## src/rtl/irq_controller.sv

```systemverilog
`default_nettype none
// ============================================================================
// Module   : irq_controller
// Purpose  : Latches rising edges on device interrupt lines as pending bits,
//            masks them, and raises one external interrupt request at a time.
//            The request goes to the lowest-index enabled pending source and
//            is held until the core acknowledges it.
// Revision : 1.0 - initial release
// ============================================================================
module irq_controller #(
  parameter int N_SRC = 4,
  parameter int ID_W  = 2
) (
  input  logic             clk,
  input  logic             reset,
  input  logic [N_SRC-1:0] irq_in,
  input  logic [N_SRC-1:0] irq_mask,
  input  logic             ExtIAck,
  output logic             ExtIRQ,
  output logic [ID_W-1:0]  irq_id,
  output logic [N_SRC-1:0] pending,
  output logic [7:0]       ack_count,
  output logic             spurious_ack
);

  // IDLE: look for work; REQ: request held until ack; DONE: one dead cycle
  // so the combinational ack falls before the next request can rise.
  typedef enum logic [1:0] {
    ST_IDLE = 2'd0,
    ST_REQ  = 2'd1,
    ST_DONE = 2'd2
  } state_t;

  state_t           state_q, state_d;
  logic [N_SRC-1:0] irq_in_q;
  logic [N_SRC-1:0] pending_q, pending_d;
  logic [N_SRC-1:0] rise;
  logic [N_SRC-1:0] eligible;
  logic [N_SRC-1:0] id_onehot;
  logic [N_SRC-1:0] retire;
  logic [ID_W-1:0]  irq_id_q, irq_id_d;
  logic [ID_W-1:0]  winner;
  logic [7:0]       ack_count_q, ack_count_d;
  logic             spurious_q, spurious_d;
  logic             any_eligible;

  // Previous-cycle copy of the lines. It keeps sampling through reset so a
  // line that is already high when reset lifts is not seen as a new edge.
  always_ff @(posedge clk) begin
    irq_in_q <= irq_in;
  end

  // Edge detection, eligibility and lowest-index priority selection.
  always_comb begin
    rise         = irq_in & ~irq_in_q;
    eligible     = pending_q & irq_mask;
    any_eligible = |eligible;
    winner       = '0;
    for (int i = N_SRC - 1; i >= 0; i--) begin
      if (eligible[i]) begin
        winner = ID_W'(i);
      end
    end
  end

  // One-hot decode of the source currently being requested.
  always_comb begin
    id_onehot = '0;
    for (int i = 0; i < N_SRC; i++) begin
      id_onehot[i] = (irq_id_q == ID_W'(i));
    end
  end

  // Next-state logic and request output.
  always_comb begin
    state_d     = state_q;
    irq_id_d    = irq_id_q;
    ack_count_d = ack_count_q;
    retire      = '0;
    ExtIRQ      = 1'b0;
    spurious_d  = spurious_q | (ExtIAck && (state_q != ST_REQ));
    case (state_q)
      ST_IDLE: begin
        if (any_eligible) begin
          irq_id_d = winner;
          state_d  = ST_REQ;
        end
      end
      ST_REQ: begin
        // Neither a newly arrived higher-priority source nor a mask change
        // disturbs a request once it is raised.
        ExtIRQ = 1'b1;
        if (ExtIAck) begin
          retire  = id_onehot;
          state_d = ST_DONE;
          if (ack_count_q != 8'hFF) begin
            ack_count_d = ack_count_q + 8'd1;
          end
        end
      end
      ST_DONE: begin
        state_d = ST_IDLE;
      end
      default: begin
        state_d = ST_IDLE;
      end
    endcase
    // A fresh edge on the retiring source in the same cycle keeps it pending.
    pending_d = (pending_q & ~retire) | rise;
  end

  // State register with synchronous reset.
  always_ff @(posedge clk) begin
    if (reset) begin
      state_q     <= ST_IDLE;
      irq_id_q    <= '0;
      pending_q   <= '0;
      ack_count_q <= 8'd0;
      spurious_q  <= 1'b0;
    end else begin
      state_q     <= state_d;
      irq_id_q    <= irq_id_d;
      pending_q   <= pending_d;
      ack_count_q <= ack_count_d;
      spurious_q  <= spurious_d;
    end
  end

  assign irq_id       = irq_id_q;
  assign pending      = pending_q;
  assign ack_count    = ack_count_q;
  assign spurious_ack = spurious_q;

endmodule
`default_nettype wire

```

## config.mk

```make
export PLATFORM = sky130hd
export DESIGN_NAME = irq_controller
export DESIGN_NICKNAME = d
export VERILOG_FILES = /design/src/rtl/irq_controller.sv
export SDC_FILE = /design/constraint.sdc
export NUM_CORES = 1
export LEC_CHECK = 0
export BUFFER_PORTS_ARGS = -buffer_cell sky130_fd_sc_hd__buf_2
export CAP_MARGIN = 5
export CORE_MARGIN = 2
export CORE_UTILIZATION = 52
export CTS_BUF_LIST = sky130_fd_sc_hd__clkbuf_8 sky130_fd_sc_hd__clkbuf_16
export CTS_CLUSTER_DIAMETER = 40
export DETAILED_ROUTE_END_ITERATION = 12
export PLACE_DENSITY = 0.91
export SLEW_MARGIN = 20
export SYNTH_ARGS = -nofsm -noshare
export SYNTH_HDL_FRONTEND = slang
export SYNTH_SLANG_ARGS = --single-unit
```

## constraint.sdc

```tcl
create_clock -name clk -period 3.5 [get_ports clk]
set_input_delay 0.35 -clock clk [delete_from_list [all_inputs] [get_ports clk]]
set_output_delay 0.35 -clock clk [all_outputs]
set_load 0.05 [all_outputs]
```

-- Yosys cells after proc, flatten, opt, wreduce, memory -nomap -nowiden
Cells that the tools add are included.
Widths: inputs -> output; s select.
- add/sub/neg operators: 1
- equal/unequal tests: 8
- multiplexer cells: 10
- bitwise gates (word level): 7
- reduce and logical (&&, ||, !) cells: 7
- operator list (kind ; count):
    $and 4x4->4 ; 3
    $mux 2 ; 6
    $add 8x1->8 const B ; 1
    $mux 4 ; 2
    $ne 8x8->1 const B ; 1
    $not 4->4 ; 2
    $eq 2x1->1 const B ; 2
    $eq 2x2->1 const B ; 2
    $logic_not 2->1 ; 2
    $ne 2x2->1 const B ; 2
    $or 4x4->4 ; 1
    $pmux 2 s2 ; 1
    $reduce_and 2->1 ; 2
    $reduce_or 4->1 ; 1
    $reduce_and 3->1 ; 1
    $ne 2x1->1 const B ; 1
    $logic_and 1x1->1 ; 1
    $mux 1 ; 1
    $or 1x1->1 ; 1
- register bits: 21
- bits of input ports: 11
- output and inout port bits: 16
- word-level logic and storage cells: 39

-- Longest topological paths before layout
- depth in word-level cells: 6
- depth in mapped cells: 5
- mapped depth without buffers: 5

-- Worst setup path after synthesis
Ideal clock, no wire load.
- kind: register to register
- start: register ack_count_q[0], in the netlist ack_count[0]
- end: register ack_count_q[1], in the netlist ack_count[1]
- library setup time: 128 ps
- data arrival time: 1606 ps
- data required time: 3372 ps
- slack: 1766 ps
- cell stages (with the launch flop): 6
- buffers on the path: 0
- clock period less this slack: 1734 ps
- cells stage by stage: dfxtp_1 -> ha_1 -> nand3_1 -> o21ai_0 -> mux2i_1 -> nor2_1
- word-level cells in the longest chain between the ends: 2
- elaborated cells between the ends (all ways): 3
- classes of those cells: add/sub (1); eq/ne (1); reduce/logical (1)
- ends and longest elaborated chain (what ; RTL line ; RTL):
    from (decl) ; 43 ; logic [7:0] ack_count_q, ack_count_d;
    from (signal assigned) ; 124 ; ack_count_q <= ack_count_d;
    branches (longest 2 deep; another with $add 8x1->8) ; n/a ;
Parallel ways; which one is timed is not known.
A chain may end at the register's enable or synchronous reset.

-- Final worst setup path
Ends and elaborated chain as after synthesis.

==> metrics.yaml <==
status: "completed"
via_per_inst: 6.01
r2r_start: "ack_count[0]"
end_kind: "flop"
whs_ns: 0.202
fp.dieW_um: 44.8
synth_area_um2: 865
clock_latency_ns: 0.26
place_congestion: 0.834
post_cts_buffers: 0
ant_nets: 0
cellPowerDensity_mw_per_mm2: 466
maxSlewViolCount: 0
grt_start_max_net_pins: 19
finalCritPeriodShare_pct: 43.2
antenna_found_initial: 0
ir_drop_uv: 497
hp-class: "input pin to flop"
finalCriticalPeriod_ns: 1.51
hold_violations: 0
cts_tree: "done"
whs_endpoint: "irq_in_q[0]"
drive_gt1_share_pct: 25.4
io_pins: 27
num_vias: 829
clock_sinks: 21
maxSlewHeadroom_pct: 72.4
yosys_warnings: 0
area.growth.synth_to_final_pct: 21.7
hold_depth: 1
reg2reg_slack_ns: 1.99
dr.pass1.iters: 4
cp-startpoint: "ack_count[0]"
portBuffers: 26
rr_endpoint: "ack_count[1]"
syn_nets: 106
rsz0062_at_grt: "no"
final_common_cell: "buf_2"
skew_ns: 0.00748
timing.setup.tns_ns: 0
p_total_uw: 490
ys_seq_area_share_pct: 48.6
post_cts_resized: 0
cp.arrival_ns: 1.65
antenna_cells: 0
critPathKind: "flop to flop"
cts-root-buf: "clkbuf_8"
maxCapViolCount: 0
grt-ovfl-total: 0
cts_max_path_buffers: 2
max_freq_ghz: 0.662
core_area_mm2: 0.00152
p_leak_uw: 0.000458
rr_worst_depth: 5
cts_buffers: 3
num_rows: 14
clkSlewWorstSetupHoldPaths_ns: 0.07
worstPathRequired_ns: 3.64
drc_errors: 0
start_util_pct: 56.7
avgRoutedWirePerCell_um: 14.5
drtIter0Drc: 20
final_cell_mix: "buf_2 (26), dfxtp_1 (21), nor2_1 (12)"
nets: 135
hold_start: "irq_in[0]"
synth_cells: 94
avgSynthCellArea_um2: 9.20
postCtsHoldBufs: 0
die-area_mm2: 0.00200
grt_pass1_vias: 770
synthDistinctLibCells: 31
synth_seq_cells: 21
cp-start-kind: "flop"
track_usage_pct: 22.5
grt_pass1_wl_mm: 3.19
tightest_slew_ns: 0.410
cp_max_fo: 5
setup_viol: 0
hpwlAfterDp_mm: 1.49
drt-total-wl_mm: 2.00
cts_max_level: 1
dieHeight_um: 44.8
[worst max-delay path: stages (launching register included)]
cell and delay, ns:
dfxtp_1 0.39, ha_1 0.26, nand3_1 0.09, o21ai_0 0.36
mux2i_1 0.24, nor2_1 0.05
[sequential cells by signal, indices dropped and copies added (netlist names)]
| register | cells |
|---|---|
| ack_count | 8 |
| irq_in_q | 4 |
| pending | 4 |
| irq_id | 2 |
| state_q | 2 |
| spurious_ack | 1 |
[where the power goes]
group	internal [uW]	switching [uW]
clock network	78.1	73.3
registers	251	10.2
logic	23.5	54.7
[logic make-up (layout without fill, tap and decap cells)]
group                    after synthesis  count (layout)  synth area share, %
buffers and inverters                  4              32                 1.74
multiplexers                           3               3                 4.05
adder cells (fa/ha/maj)                1               1                 1.45
AND/OR/NAND/NOR                       38              38                 22.9
XOR/XNOR                               2               2                 2.03
AO/OA/AOI/OAI                         25              25                 19.2
flip-flops                            21              21                 48.6
[per-stage QoR]
step | util (%) | instance area (um2) | setup slack (ns) | std cells
2_1_floorplan | - | 865 | 1.77 | 94
3_3_place_gp | 66.1 | 1010 | 2.12 | 134
3_5_place_dp | 66.1 | 1010 | 2.03 | 134
4_1_cts | 69.0 | 1050 | 2.00 | 138
5_1_grt | 69.0 | 1050 | 1.83 | 138
6_report | 69.0 | 1050 | 1.99 | 138
[synth_stat cells, drive strengths merged]
| cell type | count | area [um2] |
|---|---|---|
| a2111oi | 1 | 8.76 |
| clkbuf | 2 | 7.51 |
| and3 | 1 | 6.26 |
| dfxtp | 21 | 420 |
| nand2b | 4 | 25.0 |
| nand2 | 6 | 22.5 |
| a32o | 1 | 10.0 |
| ha | 1 | 12.5 |
| a311oi | 2 | 17.5 |
| nor2 | 12 | 45.0 |
| o31ai | 2 | 15.0 |
| nand3b | 1 | 11.3 |
| o21a | 1 | 7.51 |
| a21o | 1 | 7.51 |
| a211oi | 3 | 22.5 |
| nor3 | 1 | 5.00 |
| and4 | 1 | 8.76 |
| xnor2 | 1 | 8.76 |
| mux2 | 1 | 15.0 |
| a21oi | 9 | 45.0 |
| mux2i | 2 | 20.0 |
| and3b | 1 | 8.76 |
| inv | 2 | 7.51 |
| nand4 | 2 | 12.5 |
| or2 | 1 | 6.26 |
| and2 | 1 | 6.26 |
| nand3 | 3 | 15.0 |
| nor2b | 4 | 25.0 |
| o21ai | 3 | 15.0 |
| xor2 | 1 | 8.76 |
| a22o | 2 | 17.5 |
[cell type report]
class / instances / area (um2)
Fill cell: 122 / 472
Multi-Input combinational cell: 69 / 429
Clock buffer: 3 / 41.3
Clock inverter: 1 / 3.75
Sequential cell: 21 / 420
Tap cell: 16 / 20.0
Timing Repair Buffer: 26 / 130
Inverter: 2 / 7.51
[how the worst max path moves through the flow]
stage | endpoint | slack [ns]
floorplan | ack_count[1] | 1.77
global placement | ack_count[1] | 2.12
detailed placement | ack_count[1] | 2.03
CTS | ack_count[1] | 2.00
global route | ack_count[1] | 1.83
finish | ack_count[1] | 1.99
[layer usage]
metal  track usage [%]  part of all wire [%]  vias to the layer above
met2              39.1                    52                       33
met3              8.80                   5.3                        6
met1              22.6                    40                      395
met4              13.5                   2.7                        0
li1                  -                     -                      395
met5                 0                     0                        -
Power figures use the tool's default switching activity.
